**src/rtl/norm_shift_pipe.sv**
```systemverilog
// norm_shift_pipe: two-stage normalize shifter (LZC shift + exponent adjust, zero/underflow flush); fine correction under NORM_FINE_EN
module norm_shift_pipe #(
    parameter int WIDTH = 28,
    parameter int EXP_W = 8,
    localparam int P_W = $clog2(WIDTH)
) (
    input  logic             clk,
    input  logic             rst,
    input  logic             in_valid,
    input  logic [WIDTH-1:0] m_in,
    input  logic [EXP_W-1:0] e_in,
    input  logic [P_W-1:0]   p,
    input  logic             v,
    input  logic             out_ready,
    output logic             in_ready,
    output logic             out_valid,
    output logic [WIDTH-1:0] m_out,
    output logic [EXP_W-1:0] e_out,
    output logic             zero_out,
    output logic             uflow_out
);
    logic             s1_valid_q, s1_valid_d;
    logic [WIDTH-1:0] s1_m_q, s1_m_d;
    logic [EXP_W-1:0] s1_e_q, s1_e_d;
    logic [P_W-1:0]   s1_p_q, s1_p_d;
    logic             s1_v_q, s1_v_d;
    logic             s2_valid_q, s2_valid_d;
    logic [WIDTH-1:0] m_out_q, m_out_d;
    logic [EXP_W-1:0] e_out_q, e_out_d;
    logic             zero_q, zero_d;
    logic             uflow_q, uflow_d;
    logic             s1_take, s2_take, is_zero, is_uflow;
    logic [P_W:0]     sh;
    logic [EXP_W:0]   e_diff;
`ifdef NORM_FINE_EN
    logic [P_W-1:0]   msb_idx;
`endif

    // Handshake: S2 takes from S1 when it is empty or draining; S1 takes input when it can move on
    always_comb begin
        s2_take    = s1_valid_q & (~s2_valid_q | out_ready);
        in_ready   = ~s1_valid_q | ~s2_valid_q | out_ready;
        s1_take    = in_valid & in_ready;
        s1_valid_d = s1_take | (s1_valid_q & ~s2_take);
        s2_valid_d = s2_take | (s2_valid_q & ~out_ready);
        s1_m_d     = s1_take ? m_in : s1_m_q;
        s1_e_d     = s1_take ? e_in : s1_e_q;
        s1_p_d     = s1_take ? p : s1_p_q;
        s1_v_d     = s1_take ? v : s1_v_q;
    end

    // Shift amount, exponent borrow and flush classification for the beat leaving S1
    always_comb begin
`ifdef NORM_FINE_EN
        msb_idx = P_W'(WIDTH - 1) - s1_p_q;
        sh      = {1'b0, s1_p_q} + {{P_W{1'b0}}, s1_v_q & ~s1_m_q[msb_idx]};
`else
        sh      = {1'b0, s1_p_q};
`endif
        e_diff   = {1'b0, s1_e_q} - (EXP_W+1)'(sh);
        is_zero  = ~s1_v_q | ({1'b0, s1_p_q} >= (P_W+1)'(WIDTH));
        is_uflow = ~is_zero & (e_diff[EXP_W] | (e_diff == '0));
        m_out_d  = s2_take ? ((is_zero | is_uflow) ? '0 : s1_m_q << sh) : m_out_q;
        e_out_d  = s2_take ? ((is_zero | is_uflow) ? '0 : e_diff[EXP_W-1:0]) : e_out_q;
        zero_d   = s2_take ? is_zero : zero_q;
        uflow_d  = s2_take ? is_uflow : uflow_q;
    end

    // Pipeline registers; reset discards in-flight beats immediately
    always_ff @(posedge clk or posedge rst) begin
        if (rst) begin
            s1_valid_q <= 1'b0;
            s1_m_q     <= '0;
            s1_e_q     <= '0;
            s1_p_q     <= '0;
            s1_v_q     <= 1'b0;
            s2_valid_q <= 1'b0;
            m_out_q    <= '0;
            e_out_q    <= '0;
            zero_q     <= 1'b0;
            uflow_q    <= 1'b0;
        end else begin
            s1_valid_q <= s1_valid_d;
            s1_m_q     <= s1_m_d;
            s1_e_q     <= s1_e_d;
            s1_p_q     <= s1_p_d;
            s1_v_q     <= s1_v_d;
            s2_valid_q <= s2_valid_d;
            m_out_q    <= m_out_d;
            e_out_q    <= e_out_d;
            zero_q     <= zero_d;
            uflow_q    <= uflow_d;
        end
    end

    assign out_valid = s2_valid_q;
    assign m_out     = m_out_q;
    assign e_out     = e_out_q;
    assign zero_out  = zero_q;
    assign uflow_out = uflow_q;
endmodule

```
**config.mk**
```make
export PLATFORM = sky130hd
export DESIGN_NAME = norm_shift_pipe
export DESIGN_NICKNAME = d
export VERILOG_FILES = /design/src/rtl/norm_shift_pipe.sv
export SDC_FILE = /design/constraint.sdc
export NUM_CORES = 1
export LEC_CHECK = 0
export ABC_AREA = 1
export CAP_MARGIN = 5
export CORE_MARGIN = 4
export CORE_UTILIZATION = 30
export DETAILED_ROUTE_END_ITERATION = 10
export GPL_TIMING_DRIVEN = 1
export SLEW_MARGIN = 10
export SYNTH_ARGS = -nofsm -noshare
export SYNTH_HDL_FRONTEND = slang
export SYNTH_SLANG_ARGS = --single-unit
```
**constraint.sdc**
```tcl
create_clock -name clk -period 3.3 [get_ports clk]
set_clock_uncertainty 0.05 [all_clocks]
set_input_delay 0.66 -clock clk [delete_from_list [all_inputs] [get_ports clk]]
set_output_delay 0.66 -clock clk [all_outputs]
set_load 0.005 [all_outputs]
```
# After elaboration in Yosys (flattened, before gate mapping)
# Index checks and enable logic that the tools add are counted.
[totals]
regBits = 82
out_inout_bits = 40
[classes]
add_sub_neg = 1
magnitude_cmp = 1
shift = 1
mux = 2
bitwise_logic = 19
n_reduce_logical = 1
[op_table]
columns = ["op", "count"]
rows = [
  ["2-to-1 mux 28 bit", 1],
  ["left shift 28 x 5 -> 28 bit", 1],
  ["logical NOT 9 bit", 1],
  ["subtractor 8 x 5 -> 9 bit", 1],
  ["2-to-1 mux 8 bit", 1],
  ["bitwise OR 1 bit", 8],
  ["NOT 1 bit", 6],
  ["bitwise AND 1 bit", 5],
  [">= comparator 5 bit, second input constant", 1],
]

# Logic depth before layout (Yosys ltp)
[logic_depth]
ltp_word = 6
mapped_depth = 17

# Worst setup path before layout
# No wires, ideal clock.
[synth_timing]
path_kind = "register to register"
startpoint = "register s1_p_q[2]"
endpoint = "register e_out_q[1] (netlist: e_out[1])"
t_arrival_ns = 1.980
t_required_ns = 3.131
path_slack_ns = 1.151
stages_incl_launch_ff = 17
path_buffers = 4
synth_period_minus_slack_ns = 2.149
path_cell_list = "dfrtp_1 -> buf_4 -> inv_2 -> buf_2 -> ha_1 -> buf_6 -> a21oi_4 -> nand2_1 -> nand2_1 -> nand2_1 -> nand2_1 -> nand2_1 -> nor2_2 -> nand2_2 -> buf_4 -> nand4_1 -> nand2_1"
[synth_via]
elab_chain_len = 6
[synth_rtl]
columns = ["element", "line_no", "source"]
rows = [
  ["start, declared", "25", "logic [P_W-1:0] s1_p_q, s1_p_d;"],
  ["start signal, assigned", "86", "s1_p_q <= s1_p_d;"],
  ["subtractor 8 x 5 -> 9 bit or >= comparator 5 bit (tied branches)", "60, 61", ""],
  ["logical NOT 9 bit or bitwise OR 1 bit (tied branches)", "62, 61", ""],
  ["bitwise OR 1 bit or NOT 1 bit (tied branches)", "62", "is_uflow = ~is_zero & (e_diff[EXP_W] | (e_diff == '0));"],
  ["bitwise AND 1 bit", "62", ""],
  ["bitwise OR 1 bit *", "64", "e_out_d = s2_take ? ((is_zero | is_uflow) ? '0 : e_diff[EXP_W-1:0]) : e_out_q;"],
  ["2-to-1 mux 8 bit *", "64", ""],
  ["end signal, assigned", "90", "e_out_q <= e_out_d;"],
  ["end, declared", "29", "logic [EXP_W-1:0] e_out_q, e_out_d;"],
]
# Every way passes the cells marked *; elsewhere a longest branch is shown, timed or not.
# A chain may end at the register's enable or synchronous reset.

# Worst setup path after layout
[layout_timing]
startpoint = "register s1_p_q[4]"
endpoint = "register e_out_q[0] (netlist: e_out[0])"
# Same word-level chain as after synthesis.

==> metrics.cfg <==
[power_and_ir_drop]
power_density_nw_per_um2 = 563
p_int_mw = 2.24
power_frac_comb = 0.374
ir_worst_vdd_mv = 0.267
netSwitchingPower_mw = 1.28
p_seq_frac = 0.370
p_clk_frac = 0.257
p_sw_frac = 0.363
leakage_nw = 2.92

[route]
routedWlPerCell_um = 14.4
drtIter0Drc = 409
firstDrtPassIters = 5
vias_per_cell = 4.98
drt_wl_total_mm = 13.5
antenna_left = 0
vias = 4677
drc_errors = 0

[grt]
gr-usage-met1 = 0.234
grt_overflow = 0
grt_use_total = 0.157
grt_pass1_vias = 4445
grtUsageMet3 = 0.0390
grt-busiest-layer = met1
grt_pass1_wl_mm = 23.1
grt_max_degree = 54
grt_use_met2 = 0.219
antenna_found_initial = 0

[run]
drv_cap = 0

[worst_setup_path]
path_max_fanout = 31
end_kind = register
arrival_ns = 2.73
critPathKind = reg2reg
crit_path_start_kind = register
crit_required_ns = 3.52

[final_layout]
drive_gt1_frac = 0.107
diodes = 0
final_cell_count_no_fill = 939
fin_nets = 771
area_growth_pct = 25.7

[timing]
fin_setup_tns_ns = 0
fmax_mhz = 398
period_share = 0.761
rsz0062_at_grt = no
final.min_clock_period_ns = 2.51
worst_slack_ns = 0.790
hold_viol_final = 0
setup_viol = 0
final_max_slew_viol_count = 0
worstMarginPinSlew_ns = 0.805
slew_headroom = 0.463

[yosys]
yosysTopAreaCell = dfrtp_1
synth-edff-count = 0
synth_area_um2 = 4970
synthCells = 653
netlist_top_cells_area = dfrtp_1 41%, nand3_1 15%, nand2_1 14%, mux2_2 7.2%, nand4_1 4.4%
synth.top_cell.area_share = 0.413
synth-seq-cells = 82
synth_area_per_cell_um2 = 7.61
yosysSeqAreaShare = 0.413
ys.flop_type = dfrtp_1
synth-async-reset-ratio = 1.00
synthTopCellsByCount = 188 x nand2_1, 153 x nand3_1, 82 x dfrtp_1, 45 x nor2_1, 35 x nand4_1
yosysMostFrequentCell = nand2_1
yosysWarnings = 0
syn_nets = 705
synth_cell_types = 28

[run_status]
outcome = finished, final reports clean

[cts]
cts_max_level = 3
holdBufCountCts = 0
cts_tree = yes
clock_latency_ns = 0.35
clkSinkCount = 82
cts_buffers = 9
post_cts_buffers = 0
root_buffer = clkbuf_16
path_clk_slew_ns = 0.07
cts_resized = 0
clock_path_buffers = 2

[placed_design]
gp_congestion = 0.884
io_buffers = 85
dp_hpwl_mm = 9.93
dp_cells = 924
dpl_worst_slack_ns = 0.795

[floorplanning]
top_level_ports = 86
die_area_um2 = 18700
fp.coreArea_um2 = 16100
num_rows = 46
start_util = 0.310
die_x_um = 137
die_height_um = 137

[worst_hold_path]
hold_class = reg2reg

[registers in the layout, summed over array words and instances, names as in the netlist]
signal / flops
m_out: 28
s1_v_q: 1
s1_e_q: 8
out_valid: 1
s1_p_q: 5
e_out: 8
s1_m_q: 28
zero_out: 1
uflow_out: 1
s1_valid_q: 1
[path summary, 6_finish.rpt]
kind	start	endpoint	slack, ns	cells past startpoint
worst min-delay path	m_out[24]$_DFFE_PP0P_	m_out[24]$_DFFE_PP0P_	0.43	2
worst max register to register	s1_p_q[4]$_DFFE_PP0P_	e_out[0]$_DFFE_PP0P_	0.79	12
worst max-delay path	s1_p_q[4]$_DFFE_PP0P_	e_out[0]$_DFFE_PP0P_	0.79	12
max in group asynchronous	rst	s1_m_q[18]$_DFFE_PP0P_	1.86	3
worst min register to register	m_out[24]$_DFFE_PP0P_	m_out[24]$_DFFE_PP0P_	0.43	2
min in group asynchronous	rst	s1_e_q[2]$_DFFE_PP0P_	0.67	2
[routing by layer]
layer / routed length [um] / share of wire
met1: 6640 / 0.49
met2: 5710 / 0.42
met3: 902 / 0.067
met4: 296 / 0.022
met5: 0 / 0
[area by class of cell]
class / instances / area (um^2)
sequential: 82 / 2050
clock inverter: 6 / 35.0
fill: 1663 / 9810
clock buffer: 9 / 225
tap: 216 / 270
inverter: 31 / 118
multi-input combinational: 497 / 2570
timing repair buffer: 98 / 973
[power by group through the flow]
| stage | clock network (mW) | registers (mW) | logic [mW] |
|---|---|---|---|
| after floorplan | 0 | 1.29 | 0.875 |
| after global placement | 0 | 1.32 | 1.31 |
| after detailed placement | 0 | 1.32 | 1.31 |
| after CTS | 0.930 | 1.30 | 1.32 |
| after global routing | 0.972 | 1.32 | 1.50 |
| final | 0.903 | 1.30 | 1.31 |
[critical path, cell delays in order, from the launching register on]
cell	delay (ns)
dfrtp_1	0.47
inv_2	0.15
ha_1	0.39
nand2_1	0.10
inv_1	0.08
nand2_1	0.07
nand3_1	0.08
nand2_1	0.05
nand2_1	0.08
nor2_1	0.06
nand2_2	0.39
nand3_2	0.26
o21bai_1	0.19
[cells by family (layout without fill, tap and decap cells)]
family	count (synthesis)	after routing	share of synthesized area
and+or+nand+nor	432	432	0.391
DFF	82	82	0.413
buffers and inverters	74	144	0.0700
muxes	32	32	0.0725
AOI/OAI and AO/OA	26	26	0.0357
adders and majority gates	6	6	0.0166
xor gates and xnor gates	1	1	0.00176
[layout by cell type, fill, tap and decap left out]
cell type        instances
nand2_1                187
nand3_1                153
clkdlybuf4s50_1         85
dfrtp_1                 82
nor2_1                  45
nand4_1                 35
mux2_2                  32
inv_1                   26
a21oi_1                 12
buf_4                   11
clkbuf_16                9
o21bai_1                 7
clkinv_2                 5
ha_1                     5
nand2_2                  4
inv_2                    4
o21ai_0                  4
nand3_2                  3
nor2_2                   2
clkinvlp_4               2
buf_12                   2
a21oi_4                  1
and3_1                   1
xor2_1                   1
o31ai_4                  1
nor2_4                   1
nor3_1                   1
o211ai_1                 1
fa_1                     1
[per-stage QoR]
step	utilization	hold slack, ns	power [mW]	instance area [um^2]
3_3_place_gp	0.373	0.419	2.63	5990
4_1_cts	0.389	0.433	3.55	6250
5_1_grt	0.389	0.455	3.79	6250
2_1_floorplan	-	0.422	2.16	4970
6_report	0.389	0.428	3.52	6250
3_5_place_dp	0.373	0.417	2.63	5990
Note: power is estimated with default switching activity, not from simulation.
